## config.mk

```make
export PLATFORM = sky130hd
export DESIGN_NAME = req_gnt_scheduler_flat
export DESIGN_NICKNAME = d
export VERILOG_FILES = /design/src/rtl/req_gnt_pkg.sv /design/src/rtl/req_gnt_scheduler_if.sv /design/src/rtl/rr_pick.sv /design/src/rtl/req_gnt_scheduler.sv /design/src/flat_wrapper.sv
export SDC_FILE = /design/constraint.sdc
export NUM_CORES = 1
export LEC_CHECK = 0
export CAP_MARGIN = 20
export CORE_AREA = 2 2 59 61
export DETAILED_ROUTE_END_ITERATION = 10
export DIE_AREA = 0 0 61 63
export SYNTH_ARGS = -nofsm -noshare
export SYNTH_HDL_FRONTEND = slang
export SYNTH_SLANG_ARGS = --single-unit
```

## constraint.sdc

```tcl
create_clock -name clk -period 2.4 [get_ports clk]
set_input_delay 0.24 -clock clk [delete_from_list [all_inputs] [get_ports clk]]
set_output_delay 0.24 -clock clk [all_outputs]
set_load 0.03 [all_outputs]
```

## src/rtl/req_gnt_pkg.sv

```systemverilog
// Shared types and constants for the round-robin request/grant scheduler.
package req_gnt_pkg;

  typedef enum logic [1:0] {
    StIdle  = 2'd0,
    StWait  = 2'd1,
    StGrant = 2'd2
  } state_e;

  localparam int unsigned DefNumReq   = 4;
  localparam int unsigned DefGntDelay = 4;
  localparam int unsigned DefHoldMax  = 8;

  localparam int unsigned DlyCntW  = 4;
  localparam int unsigned HoldCntW = 8;

  // Increment modulo n, used for the round-robin pointer.
  function automatic int unsigned wrap_inc(input int unsigned v, input int unsigned n);
    return (v + 1 >= n) ? 0 : v + 1;
  endfunction

endpackage

```

## src/rtl/req_gnt_scheduler_if.sv

```systemverilog
// Request/grant bundle between the requesting agents (master) and the scheduler (slave).
interface req_gnt_scheduler_if #(
  parameter int unsigned NUM_REQ = 4
) ();

  localparam int unsigned IdW = $clog2(NUM_REQ);

  logic [NUM_REQ-1:0] req;
  logic               done;
  logic [NUM_REQ-1:0] gnt;
  logic [IdW-1:0]     gnt_id;
  logic               busy;
  logic               timeout;

  modport master (
    output req,
    output done,
    input  gnt,
    input  gnt_id,
    input  busy,
    input  timeout
  );

  modport slave (
    input  req,
    input  done,
    output gnt,
    output gnt_id,
    output busy,
    output timeout
  );

endinterface

```

## src/rtl/rr_pick.sv

```systemverilog
// Combinational round-robin picker: first set req bit at or after ptr, wrapping.
module rr_pick #(
  parameter int unsigned NUM_REQ = 4,
  localparam int unsigned IdW    = $clog2(NUM_REQ)
) (
  input  logic [NUM_REQ-1:0] req,
  input  logic [IdW-1:0]     ptr,
  output logic [IdW-1:0]     idx,
  output logic               valid
);

  logic [IdW-1:0] cand;

  always_comb begin
    idx   = '0;
    valid = 1'b0;
    cand  = '0;
    for (int unsigned i = 0; i < NUM_REQ; i++) begin
      cand = IdW'((32'(ptr) + i) % NUM_REQ);
      if (!valid && req[cand]) begin
        valid = 1'b1;
        idx   = cand;
      end
    end
  end

endmodule

```

## src/rtl/req_gnt_scheduler.sv

```systemverilog
// Round-robin scheduler granting one shared resource GNT_DELAY cycles after acceptance.
// Define REQ_GNT_SCHED_ASSERT_EN to compile in protocol assertions.
module req_gnt_scheduler
  import req_gnt_pkg::*;
#(
  parameter int unsigned NUM_REQ   = DefNumReq,
  parameter int unsigned GNT_DELAY = DefGntDelay,
  parameter int unsigned HOLD_MAX  = DefHoldMax,
  localparam int unsigned IdW      = $clog2(NUM_REQ)
) (
  input logic                clk,
  input logic                rst,
  req_gnt_scheduler_if.slave bus
);

  state_e               state_q, state_d;
  logic [DlyCntW-1:0]   dly_cnt_q, dly_cnt_d;
  logic [HoldCntW-1:0]  hold_cnt_q, hold_cnt_d;
  logic [IdW-1:0]       ptr_q, ptr_d;
  logic [IdW-1:0]       gnt_id_q, gnt_id_d;
  logic [NUM_REQ-1:0]   gnt_q, gnt_d;
  logic                 timeout_q, timeout_d;

  logic [IdW-1:0]       pick_idx;
  logic                 pick_valid;

  // Arbitration always sees the live req levels; the pointer only moves on release.
  rr_pick #(
    .NUM_REQ (NUM_REQ)
  ) u_rr_pick (
    .req   (bus.req),
    .ptr   (ptr_q),
    .idx   (pick_idx),
    .valid (pick_valid)
  );

  always_comb begin
    state_d    = state_q;
    dly_cnt_d  = dly_cnt_q;
    hold_cnt_d = hold_cnt_q;
    ptr_d      = ptr_q;
    gnt_id_d   = gnt_id_q;
    gnt_d      = gnt_q;
    timeout_d  = 1'b0;

    unique case (state_q)
      StIdle: begin
        if (pick_valid) begin
          gnt_id_d = pick_idx;
          if (GNT_DELAY == 1) begin
            state_d    = StGrant;
            gnt_d      = NUM_REQ'(1) << pick_idx;
            hold_cnt_d = '0;
          end else begin
            state_d   = StWait;
            dly_cnt_d = DlyCntW'(GNT_DELAY - 1);
          end
        end
      end

      StWait: begin
        dly_cnt_d = dly_cnt_q - DlyCntW'(1);
        if (dly_cnt_q == DlyCntW'(1)) begin
          state_d    = StGrant;
          gnt_d      = NUM_REQ'(1) << gnt_id_q;
          hold_cnt_d = '0;
        end
      end

      StGrant: begin
        // done has priority, so a simultaneous hold expiry never raises timeout.
        if (bus.done || (hold_cnt_q == HoldCntW'(HOLD_MAX - 1))) begin
          state_d   = StIdle;
          gnt_d     = '0;
          ptr_d     = IdW'(wrap_inc(32'(gnt_id_q), NUM_REQ));
          timeout_d = !bus.done;
        end else begin
          hold_cnt_d = hold_cnt_q + HoldCntW'(1);
        end
      end

      default: begin
        state_d = StIdle;
        gnt_d   = '0;
      end
    endcase
  end

  always_ff @(posedge clk or posedge rst) begin
    if (rst) begin
      state_q    <= StIdle;
      dly_cnt_q  <= '0;
      hold_cnt_q <= '0;
      ptr_q      <= '0;
      gnt_id_q   <= '0;
      gnt_q      <= '0;
      timeout_q  <= 1'b0;
    end else begin
      state_q    <= state_d;
      dly_cnt_q  <= dly_cnt_d;
      hold_cnt_q <= hold_cnt_d;
      ptr_q      <= ptr_d;
      gnt_id_q   <= gnt_id_d;
      gnt_q      <= gnt_d;
      timeout_q  <= timeout_d;
    end
  end

  assign bus.gnt     = gnt_q;
  assign bus.gnt_id  = gnt_id_q;
  assign bus.busy    = (state_q != StIdle);
  assign bus.timeout = timeout_q;

`ifdef REQ_GNT_SCHED_ASSERT_EN
  logic accept;
  assign accept = (state_q == StIdle) && pick_valid;

  a_gnt_onehot: assert property (@(posedge clk) disable iff (rst) $onehot0(gnt_q))
    $info("gnt onehot0 ok");
    else $error("gnt not onehot0: %b", gnt_q);

  a_gnt_delay: assert property (@(posedge clk) disable iff (rst)
      accept |-> ##GNT_DELAY gnt_q[gnt_id_q])
    $info("grant delay ok");
    else $error("grant not seen GNT_DELAY cycles after acceptance");

  a_hold_max: assert property (@(posedge clk) disable iff (rst)
      (state_q == StGrant) |-> (32'(hold_cnt_q) < HOLD_MAX))
    $info("tenure within HOLD_MAX");
    else $error("tenure exceeded HOLD_MAX");

  a_busy: assert property (@(posedge clk) disable iff (rst)
      bus.busy == (state_q != StIdle))
    $info("busy consistent");
    else $error("busy inconsistent with state");

  a_timeout_gnt: assert property (@(posedge clk) disable iff (rst)
      timeout_q |-> (gnt_q == '0))
    $info("timeout with gnt low");
    else $error("timeout while gnt high");
`endif

endmodule

```

## src/flat_wrapper.sv

```systemverilog
// flat-port wrapper written by rule: the top's interface ports become plain ports
module req_gnt_scheduler_flat import req_gnt_pkg::*;
#(
  parameter int unsigned NUM_REQ   = DefNumReq,
  parameter int unsigned GNT_DELAY = DefGntDelay,
  parameter int unsigned HOLD_MAX  = DefHoldMax,
  localparam int unsigned IdW      = $clog2(NUM_REQ)
)
  (clk, rst, bus_req, bus_done, bus_gnt, bus_gnt_id, bus_busy, bus_timeout);
  req_gnt_scheduler_if #(.NUM_REQ(NUM_REQ)) bus_i ();
  input logic clk;
  input logic rst;
  input wire logic [$bits(bus_i.req)-1:0] bus_req;
  input wire logic [$bits(bus_i.done)-1:0] bus_done;
  output wire logic [$bits(bus_i.gnt)-1:0] bus_gnt;
  output wire logic [$bits(bus_i.gnt_id)-1:0] bus_gnt_id;
  output wire logic [$bits(bus_i.busy)-1:0] bus_busy;
  output wire logic [$bits(bus_i.timeout)-1:0] bus_timeout;
  assign bus_i.req = bus_req;
  assign bus_i.done = bus_done;
  assign bus_gnt = bus_i.gnt;
  assign bus_gnt_id = bus_i.gnt_id;
  assign bus_busy = bus_i.busy;
  assign bus_timeout = bus_i.timeout;
  req_gnt_scheduler #(.NUM_REQ(NUM_REQ), .GNT_DELAY(GNT_DELAY), .HOLD_MAX(HOLD_MAX)) u_core (.clk(clk), .rst(rst), .bus(bus_i));
endmodule
```

**Word-level counts from Yosys, hierarchy flattened**

Index checks and enable logic that the tools add are counted.

- Bits in registers: 23
- Word-level logic and storage cells: 77

- $add $sub $neg: 6
- Order comparisons: 5
- Equality and inequality tests: 8
- Shift-type cells: 1
- Mux-type cells: 31
- Bitwise gates (word level): 1
- Reduce and logical (&&, ||, !) cells: 18

Operators by type and width:

| cell | count |
|---|---|
| 2-bit two-way mux | 8 |
| 8-bit two-way mux | 2 |
| 8-bit one-hot mux with 2 select lines | 1 |
| 2-bit by 3-bit < comparator with 1-bit output, second input constant | 4 |
| 4-bit two-way mux | 3 |
| 4-bit one-hot mux with 3 select lines | 1 |
| 1-bit two-way mux | 10 |
| 3-bit AND reduction | 3 |
| 8-bit by 1-bit adder with 8-bit output, second input constant | 1 |
| 1-bit binary-select mux with 2-bit select | 4 |
| 8-bit by 3-bit equality test with 1-bit output, second input constant | 1 |
| 4-bit one-hot mux with 2 select lines | 1 |
| 2-bit by 1-bit != test with 1-bit output, second input constant | 3 |
| 2-bit one-hot mux with 3 select lines | 1 |
| 2-bit AND reduction | 3 |
| 2-bit nonzero test | 3 |
| 2-bit adder, second input constant | 2 |
| 4-bit by 1-bit equality test with 1-bit output, second input constant | 1 |
| 1-bit zero test | 4 |
| 1-bit by 2-bit << shifter with 4-bit output, first input constant | 1 |
| 4-bit by 1-bit subtractor with 4-bit output, second input constant | 1 |
| 2-bit by 1-bit adder with 3-bit output, second input constant | 1 |
| 3-bit >= comparator, second input constant | 1 |
| 1-bit logical AND | 3 |
| other kinds (7) | 7 |

**Depth between registers and ports, before layout**

Gate-level depths: netlist (run 1).

- Depth in word-level cells: 14
- Gate-level depth with buffers: 6
- Gate-level depth less buffers: 6

**Cells and area by module**

From an unflattened synthesis (run 1), not the netlist that was laid out.

- Cell total of the unflattened synthesis: 129
- Area, all modules: 1281.2 µm²

By module, submodules not included:

| module | times used | cells an instance | area each (µm²) | seq. area each (µm²) |
|---|---|---|---|---|
| req_gnt_scheduler | 1 | 114 | 1203.7 | 575.6 |
| rr_pick | 1 | 15 | 77.6 | 0.0 |

**Least setup slack after synthesis (run 1)**

Ideal clock, no wire load.

- Kind: register to register
- From: reg u_core.hold_cnt_q[3]
- To: reg u_core.gnt_q[0], in the netlist u_core.bus.gnt[0]
- Arrival: 1.616 ns
- Data required time: 2.279 ns
- Slack: 0.663 ns
- Stages on the path, launching flop included: 5
- Path buffers: 0
- Period minus slack after synthesis: 1.737 ns
- Path through: dfrtp_1 or4_4 or3_4 a21o_1 a22o_1

- Word-level cells in the longest chain between the ends: 4

RTL lines:

| element | RTL line | text |
|---|---|---|
| start: declaration | req_gnt_scheduler.sv:18 | `logic [HoldCntW-1:0] hold_cnt_q, hold_cnt_d;` |
| start signal: assignment | req_gnt_scheduler.sv:101 | `hold_cnt_q <= hold_cnt_d;` |
| 8-bit by 3-bit equality test with 1-bit output | req_gnt_scheduler.sv:72 | `if (bus.done \|\| (hold_cnt_q == HoldCntW'(HOLD_MAX - 1))) begin` |
| 1-bit logical OR | req_gnt_scheduler.sv:72 |  |
| 2-bit by 1-bit != test with 1-bit output (no line) | n/a |  |
| 3-bit AND reduction (no line) | n/a |  |
| end signal: assignment | req_gnt_scheduler.sv:104 | `gnt_q <= gnt_d;` |
| end: declaration | req_gnt_scheduler.sv:21 | `logic [NUM_REQ-1:0] gnt_q, gnt_d;` |

No other way between the ends.
A chain may end at the register's enable or synchronous reset.

**Final worst setup path (run 1)**

- From: reg u_core.state_q[0]
- To: out bus_busy

- Word-level cells in the longest chain between the ends: 1

RTL lines:

| element | RTL line | text |
|---|---|---|
| start: declaration | req_gnt_scheduler.sv:16 | `state_e state_q, state_d;` |
| start signal: assignment | req_gnt_scheduler.sv:91 | `state_q <= StIdle;` |
| start signal: assignment | req_gnt_scheduler.sv:99 | `state_q <= state_d;` |
| 2-bit nonzero test | req_gnt_scheduler.sv:111 | `assign bus.busy = (state_q != StIdle);` |
| end: declaration | flat_wrapper.sv:17 | `output wire logic [$bits(bus_i.busy)-1:0] bus_busy;` |

No other way between the ends.

==> flow_summary.yaml, run 1 <==
clock_network:
  ctsResizeCount: 0
  cts.reportedPaths.clkPinSlew_ns: 0.12
  holdBufCountCts: 0
  cts_buffers: 3
  cts_buffer_depth: 2
  clock_latency_ns: 0.30
  cts_setup_buffers: 0
  cts_tree: "done"
  clock_sinks: 23
  h-tree-depth: 1
  root_buffer: "clkbuf_4"
power_and_ir_drop:
  power.switching_mw: 0.601
  pwr-share-comb: 0.460
  cellLeakagePower_nw: 0.624
  p_per_area_nw_per_um2: 1020
  ir_worst_vdd_v: 0.000499
  power.internal_mw: 0.873
  power_frac_seq: 0.422
  switching_share: 0.408
  clkPwrFrac: 0.118
floorplan:
  core_um2: 3230
  start_util: 0.377
  fp.dieArea_um2: 3840
  die_h_um: 63
  ios: 15
  rows: 21
  die_w_um: 61
timing:
  drv_slew: 0
  worstMarginPinSlew_ns: 0.614
  setup-tns-final_ns: 0
  rsz0062_at_grt: "false"
  max_freq_mhz: 513
  max-slew-margin-rel: 0.590
  final.setup.worst_slack_ns: 0.452
  final.setup_skew_ns: 0.000842
  min_period_over_period: 0.812
  period_needed_ns: 1.95
  hold_violations: 0
  finalSetupViolations: 0
detailed_routing:
  wl_um: 2340
  drtIter0Drc: 43
  drcViolationCount: 0
  routedWlPerCell_um: 12.4
  vias_per_cell: 4.97
  vias: 939
  met3_length_um: 83
  antenna_left: 0
  met2_wirelength_um: 1060
  dr.pass1.iters: 4
  wl_met1_um: 1180
  highest_layer: "met4"
synth:
  yosysTopAreaCell: "dfrtp_1"
  synth_edf_count: 0
  synthDistinctLibCells: 35
  yosys_warnings: 0
  syn_area_per_cell_um2: 9.75
  synthCells: 125
  synthArstFlopShare: 1.00
  ys_seq_elements: 23
  syn_area_um2: 1220
  synth_nets: 139
  synthFlopType: "dfrtp_1"
  synth.top_cell.area_share: 0.472
  synthTopCellsByArea: "dfrtp_1 (47%), ha_1 (7.2%), a22o_1 (3.6%), nor2_1 (3.4%), o21ai_0 (3.3%)"
  yosysSeqAreaShare: 0.472
worst_setup_path:
  crit_type: "reg2out"
  reg2reg_to: "u_core.ptr_q[0]"
  critPathArrivalTime_ns: 1.71
  rr_worst_depth: 4
  crit_required_ns: 2.16
  worst-r2r-setup-slack_ns: 0.56
  endpoint_kind: "primary output"
  critPathLaunchType: "register"
  reg2reg_from: "u_core.hold_cnt_q[3]"
  cp_max_fo: 7
global_route:
  grt_pass1_wl_um: 4200
  grt_max_degree: 24
  antenna_found_initial: 0
  grt-ovfl-total: 0
  grt_use_total: 0.142
  grt_pass1_vias: 947
finish:
  area_growth_pct: 19.0
  n_antenna_cell: 0
  final_layout_size_suffix_gt1_frac: 0.0699
  fin_nets: 158
  num-fill-cells: 341
  post_layout_nonfiller_instances: 189
worst_hold_path:
  hold_path.class: "in2async"
place:
  place.port_buffers: 14
  dp.cells: 185
  dp_hpwl_um: 1730
  place_congestion: 0.769
  dp_worst_setup_slack_ns: 0.586
flow_run:
  maxCapViolCount: 0
run_status:
  run_status: "finished, final reports clean"
worst max-delay path by stage:
stage	cells after the start	end	slack, ns	start
floorplan	4	u_core.bus.gnt[0]	0.66	u_core.hold_cnt_q[3]
global placement	4	u_core.bus.gnt[1]	0.62	u_core.hold_cnt_q[3]
detailed placement	4	u_core.ptr_q[0]	0.59	u_core.hold_cnt_q[3]
CTS	2	bus_busy	0.44	u_core.state_q[0]
global route	2	bus_busy	0.36	u_core.state_q[0]
finish	2	bus_busy	0.45	u_core.state_q[0]
power groups by stage:
| stage | logic, mW | clock network (mW) | registers, mW |
|---|---|---|---|
| 6_report | 0.678 | 0.173 | 0.623 |
| 4_1_cts | 0.687 | 0.184 | 0.620 |
| 5_1_grt | 0.765 | 0.204 | 0.646 |
| 3_5_place_dp | 0.685 | 0 | 0.624 |
| 2_1_floorplan | 0.386 | 0 | 0.688 |
| 3_3_place_gp | 0.674 | 0 | 0.623 |
sequential cells by signal, indices dropped and copies added, names as in the netlist:
name / count
u_core.state_q: 2
u_core.bus.gnt: 4
u_core.dly_cnt_q: 4
u_core.hold_cnt_q: 8
u_core.bus.gnt_id: 2
u_core.ptr_q: 2
u_core.bus.timeout: 1
final cells by class:
cell class                      count  area, um^2  area share
Clock buffer                        4        26.3      0.0181
Inverter                            8        30.0      0.0207
Multi-Input combinational cell     92         606       0.418
Sequential cell                    23         576       0.397
Tap cell                           46        57.6      0.0397
Timing Repair Buffer               16         155       0.107
synth_stat cells (all sizes together), types with 3 or more instances:
| cell | count |
|---|---|
| nor2b | 5 |
| ha | 7 |
| nor2 | 11 |
| inv | 8 |
| or3 | 3 |
| a22o | 5 |
| mux2i | 3 |
| o21ai | 12 |
| a21oi | 7 |
| nand2 | 10 |
| nor3 | 4 |
| dfrtp | 23 |
| nand2b | 3 |
cell families (layout without fill, tap and decap cells):
family          count (synthesis)  in the layout  share of synthesized area
simple gates                   49             49                      0.223
compound gates                 29             29                      0.145
flops                          23             23                      0.472
buf+inv                        10             28                     0.0308
fa+ha+maj                       7              7                     0.0719
mux                             5              5                     0.0431
xor+xnor                        2              2                     0.0144
cells in the final DEF (no fill, tap or decap), drive strengths merged:
cell type | synthesis | final
a22o | 5 | 5
ha | 7 | 7
and2 | 1 | 1
nor3b | 1 | 1
a21oi | 7 | 7
mux2 | 2 | 2
nand2 | 10 | 10
a21o | 1 | 1
inv | 8 | 8
o32ai | 1 | 1
nor2b | 5 | 5
or4 | 2 | 2
a311oi | 1 | 1
clkdlybuf4s50 | 0 | 14
or2 | 2 | 2
buf | 0 | 2
nor3 | 4 | 4
or3b | 1 | 1
dfrtp | 23 | 23
mux2i | 3 | 3
and3 | 1 | 1
nor4 | 1 | 1
nand2b | 3 | 3
o22ai | 2 | 2
nor2 | 11 | 11
xnor2 | 2 | 2
clkbuf | 2 | 4
nand4 | 1 | 1
nand3 | 2 | 2
nand4bb | 1 | 1
o21ai | 12 | 12
or3 | 3 | 3
layer usage:
metal,GRT usage,up-vias
met3,0.0290,2
li1,-,474
met5,0,-
met2,0.210,19
met4,0.0489,0
met1,0.203,444
worst max-delay path, stage by stage (launching register included):
cell and delay [ns]:
dfrtp_1 0.47, or2_2 0.33, clkdlybuf4s50_1 0.61
through the flow:
stage          total power, mW  cell area [um^2]  hold WS [ns]  utilization
4_1_cts                   1.49              1450         0.283        0.449
3_3_place_gp              1.30              1420         0.469        0.441
6_report                  1.47              1450         0.284        0.449
5_1_grt                   1.61              1450         0.300        0.449
3_5_place_dp              1.31              1420         0.467        0.441
2_1_floorplan             1.07              1220         0.242            -
Note: power is estimated with default switching activity, not from simulation.
==> run 2, diff against run 1 <==
Clock period 2.4 ns to 1.6 ns, I/O delays scaled along.
==> flow_summary.yaml, run 2 (synthesis gave the netlist of run 1 again) <==
floorplan:
  rows: 21
  ios: 15
  die_h_um: 63
  fp.dieArea_um2: 3840
  start_util: 0.377
  core_um2: 3230
  die_w_um: 61
flow_run:
  maxCapViolCount: 0
detailed_routing:
  met3_length_um: 63
  drtIter0Drc: 30
  highest_layer: "met4"
  routedWlPerCell_um: 12.6
  dr.pass1.iters: 4
  wl_um: 2550
  met2_wirelength_um: 1220
  vias_per_cell: 5.01
  vias: 1017
  wl_met1_um: 1250
  drcViolationCount: 0
  antenna_left: 0
finish:
  regMostFlops: "u_core.hold_cnt_q"
  fin_nets: 172
  final_common_cell: "dfrtp_1"
  largest_reg_flops: 8
  final_layout_size_suffix_gt1_frac: 0.185
  post_layout_nonfiller_instances: 203
  final_cell_mix: "dfrtp_1 (23), buf_4 (16), nand2_1 (10), nor2_1 (10), clkdlybuf4s50_1 (10)"
  n_antenna_cell: 0
  area_growth_pct: 28.1
timing:
  min_period_over_period: 1.11
  worstMarginPinSlew_ns: 0.351
  max_freq_mhz: 563
  finalSetupViolations: 9
  final.setup.worst_slack_ns: -0.175
  period_needed_ns: 1.78
  hold_violations: 0
  drv_slew: 0
  max-slew-margin-rel: 0.766
  rsz0062_at_grt: "true"
  final.setup_skew_ns: 0.00574
global_route:
  grt_max_degree: 24
  grt_use_total: 0.151
  grt_pass1_wl_um: 4440
  grt-ovfl-total: 0
  antenna_found_initial: 0
  grt_pass1_vias: 1066
run_status:
  run_status: "finished with violations"
  violations: "negative setup slack"
clock_network:
  cts_setup_buffers: 0
  cts_tree: "done"
  clock_latency_ns: 0.31
  root_buffer: "clkbuf_4"
  cts_buffers: 3
  clock_sinks: 23
  h-tree-depth: 1
  cts_buffer_depth: 2
  cts.reportedPaths.clkPinSlew_ns: 0.13
worst_setup_path:
  crit_type: "reg2reg"
  reg2reg_to: "u_core.bus.gnt[1]"
  cp_max_fo: 4
  reg2reg_from: "u_core.hold_cnt_q[3]"
  endpoint_kind: "register"
  critPathArrivalTime_ns: 1.98
  worst-r2r-setup-slack_ns: -0.18
  critPathLaunchType: "register"
  rr_worst_depth: 4
  crit_required_ns: 1.81
place:
  place.port_buffers: 14
  dp_hpwl_um: 1960
  dp.cells: 199
  place_congestion: 0.745
  dp_worst_setup_slack_ns: -0.158
power_and_ir_drop:
  ir_worst_vdd_v: 0.000758
  cellLeakagePower_nw: 0.719
  p_per_area_nw_per_um2: 1470
worst_hold_path:
  hold_path.class: "in2async"
==> run 2: routing by layer <==
metal  vias up  GRT usage
li1        504          -
met2        16      0.243
met4         0     0.0543
met1       495      0.197
met5         -          0
met3         2     0.0269
==> run 2: per-stage QoR <==
stage / util / instance area [um^2] / hold WS [ns] / total power, mW / setup TNS [ns]
final: 0.483 / 1560 / 0.172 / 2.30 / -1.01
after global routing: 0.483 / 1560 / 0.177 / 2.49 / -2.05
after CTS: 0.484 / 1560 / 0.175 / 2.33 / -0.979
after detailed placement: 0.473 / 1530 / 0.478 / 2.07 / -0.912
after global placement: 0.473 / 1530 / 0.466 / 2.03 / -0.762
after floorplan: - / 1220 / 0.162 / 1.61 / -0.728
==> run 2: repair_timing <==
action / in CTS / in global routing
gates cloned: 0 / 0
gates resized for setup: 6 / 3
hold buffers: 0 / 0
setup endpoints to repair: 11 / 14
==> run 2: worst max-delay path, stage by stage, from the launching register on <==
cell,delay (ns)
dfrtp_1,0.40
or4_4,0.54
or3_4,0.35
a21o_1,0.20
a22o_1,0.19
==> run 2: area by class of cell <==
type / count / area [um^2]
fill: 316 / 1670
multi-input combinational: 92 / 616
sequential: 23 / 576
timing repair buffer: 30 / 255
tap: 46 / 57.6
inverter: 8 / 30.0
clock buffer: 3 / 22.5
clock inverter: 1 / 5.00
==> run 2: how the worst max path moves through the flow <==
stage / to / from
6_report: u_core.bus.gnt[1] / u_core.hold_cnt_q[3]
2_1_floorplan: u_core.bus.gnt[0] / u_core.hold_cnt_q[3]
3_3_place_gp: u_core.bus.gnt[1] / u_core.hold_cnt_q[3]
4_1_cts: u_core.bus.gnt[1] / u_core.hold_cnt_q[3]
3_5_place_dp: u_core.bus.gnt[3] / u_core.hold_cnt_q[3]
5_1_grt: u_core.bus.gnt[2] / u_core.hold_cnt_q[3]
==> run 2: power by group <==
part	leakage, nW	switching [mW]	internal (mW)	total [mW]
sequential	0.303	0.141	0.760	0.901
clock	0.0177	0.175	0.0932	0.268
combinational	0.399	0.624	0.508	1.13
==> run 3, diff against run 2 <==
Settings changed: PLACE_DENSITY from default to 0.63.
==> flow_summary.yaml, run 3 (synthesis gave the netlist of run 1 again) <==
run_status:
  run_status: "finished with violations"
  violations: "negative setup slack"
finish:
  multiInputGateArea_um2: 616
  largest_reg_flops: 8
  fin_util: 0.480
  seqCellArea_um2: 576
  fin_nets: 171
  regMostFlops: "u_core.hold_cnt_q"
  final_layout_size_suffix_gt1_frac: 0.179
  final_cell_mix: "dfrtp_1 (23), buf_4 (15), clkdlybuf4s50_1 (11), nand2_1 (10), nor2_1 (10)"
  n_antenna_cell: 0
  final_common_cell: "dfrtp_1"
  area_growth_pct: 27.3
  num-fill-cells: 318
clock_network:
  clock_sinks: 23
  h-tree-depth: 1
  clock_latency_ns: 0.31
  cts_buffers: 3
  holdBufCountCts: 0
  cts_buffer_depth: 2
  cts.reportedPaths.clkPinSlew_ns: 0.13
  root_buffer: "clkbuf_4"
  cts_tree: "done"
timing:
  worst_hold_slack_ns: 0.172
  finalSetupViolations: 8
  drv_slew: 0
  final.setup_skew_ns: 0.00519
  worstMarginPinSlew_ns: 0.329
  rsz0062_at_grt: "true"
  period_needed_ns: 1.78
  max_freq_mhz: 563
  hold_violations: 0
  final.setup.worst_slack_ns: -0.176
  setup-tns-final_ns: -1.01
  min_period_over_period: 1.11
  max-slew-margin-rel: 0.778
global_route:
  grt_pass1_wl_um: 4330
  antenna_found_initial: 0
  grt-ovfl-total: 0
  grt_pass1_vias: 1023
  grt_use_total: 0.146
  grt_max_degree: 24
worst_setup_path:
  path_buf_inv: 0
  cp_max_fo: 4
  critPathArrivalTime_ns: 1.99
  crit_required_ns: 1.82
  critPathLaunchType: "register"
  cp_top_family: "simple AND/OR/NAND/NOR gates"
  max_stage_delay_ns: 0.54
  crit_type: "reg2reg"
  endpoint_kind: "register"
  crit_slowest_cell: "or4_4"
  worstPathCellList: "or4_4, or3_4, a21o_1, a22o_1"
floorplan:
  ios: 15
  die_w_um: 61
  rows: 21
  die_h_um: 63
  start_util: 0.377
  core_um2: 3230
  fp.dieArea_um2: 3840
power_and_ir_drop:
  cellLeakagePower_nw: 0.700
  p_per_area_nw_per_um2: 1480
  p_total_mw: 2.30
  ir_worst_vdd_v: 0.000693
place:
  dp_worst_setup_slack_ns: -0.160
  place.port_buffers: 14
  dp_hpwl_um: 1920
  place_congestion: 0.757
detailed_routing:
  dr.pass1.iters: 4
  vias: 993
  drtIter0Drc: 67
  vias_per_cell: 4.92
  antenna_left: 0
  drcViolationCount: 0
  wl_um: 2490
  routedWlPerCell_um: 12.3
flow_run:
  maxCapViolCount: 0
worst_hold_path:
  hold_path.class: "in2async"
==> run 3: cell count changes in the layout (fill, tap and decap cells not counted) <==
cell             delta
clkdlybuf4s50_1     +1
dlymetal6s2s_1      -1
buf_4               -1
==> run 3: worst min-delay path, stage by stage <==
cell             delay (ns)
clkdlybuf4s50_1        0.39
inv_1                  0.05
buf_4                  0.29
==> run 3: routing by layer <==
layer | track usage | vias up | wire, um
met5 | 0 | - | 0
met4 | 0.0625 | 0 | 32
met3 | 0.0248 | 4 | 61
met2 | 0.230 | 15 | 1210
met1 | 0.193 | 473 | 1190
li1 | - | 501 | -
==> run 3: final cells by class <==
cell class,count,area share
inverter,8,0.0194
sequential,23,0.371
clock inverter,1,0.00323
multi-input combinational,92,0.397
tap,46,0.0371
clock buffer,3,0.0145
timing repair buffer,29,0.158
==> run 3: power by group <==
part / internal (mW) / switching (mW)
Clock: 0.0934 / 0.174
Sequential: 0.760 / 0.136
Combinational: 0.509 / 0.625
==> run 3: stage by stage <==
step / cells / area, um^2
after global placement: 198 / 1520
after global routing: 202 / 1550
after CTS: 202 / 1560
after floorplan: 125 / 1220
final: 202 / 1550
after detailed placement: 198 / 1520
==> run 3: worst paths after layout <==
| check | startpoint | endpoint | slack [ns] | cells after the start |
|---|---|---|---|---|
| max in group asynchronous | rst | u_core.state_q[1] | 1.20 | 3 |
| setup reg to reg | u_core.hold_cnt_q[4] | u_core.bus.gnt[3] | -0.18 | 4 |
| hold reg to reg | u_core.dly_cnt_q[3] | u_core.dly_cnt_q[3] | 0.49 | 1 |
| setup / recovery | u_core.hold_cnt_q[4] | u_core.bus.gnt[3] | -0.18 | 4 |
| min in group clk | u_core.dly_cnt_q[3] | u_core.dly_cnt_q[3] | 0.49 | 1 |
| hold / removal | rst | u_core.bus.gnt_id[1] | 0.17 | 3 |
==> run 3: what timing repair did <==
action	4_1_cts	5_1_grt
gates resized for setup	6	2
pin swaps	0	1
endpoints found under the setup margin	11	12
cloned	0	0
setup buffers	0	0
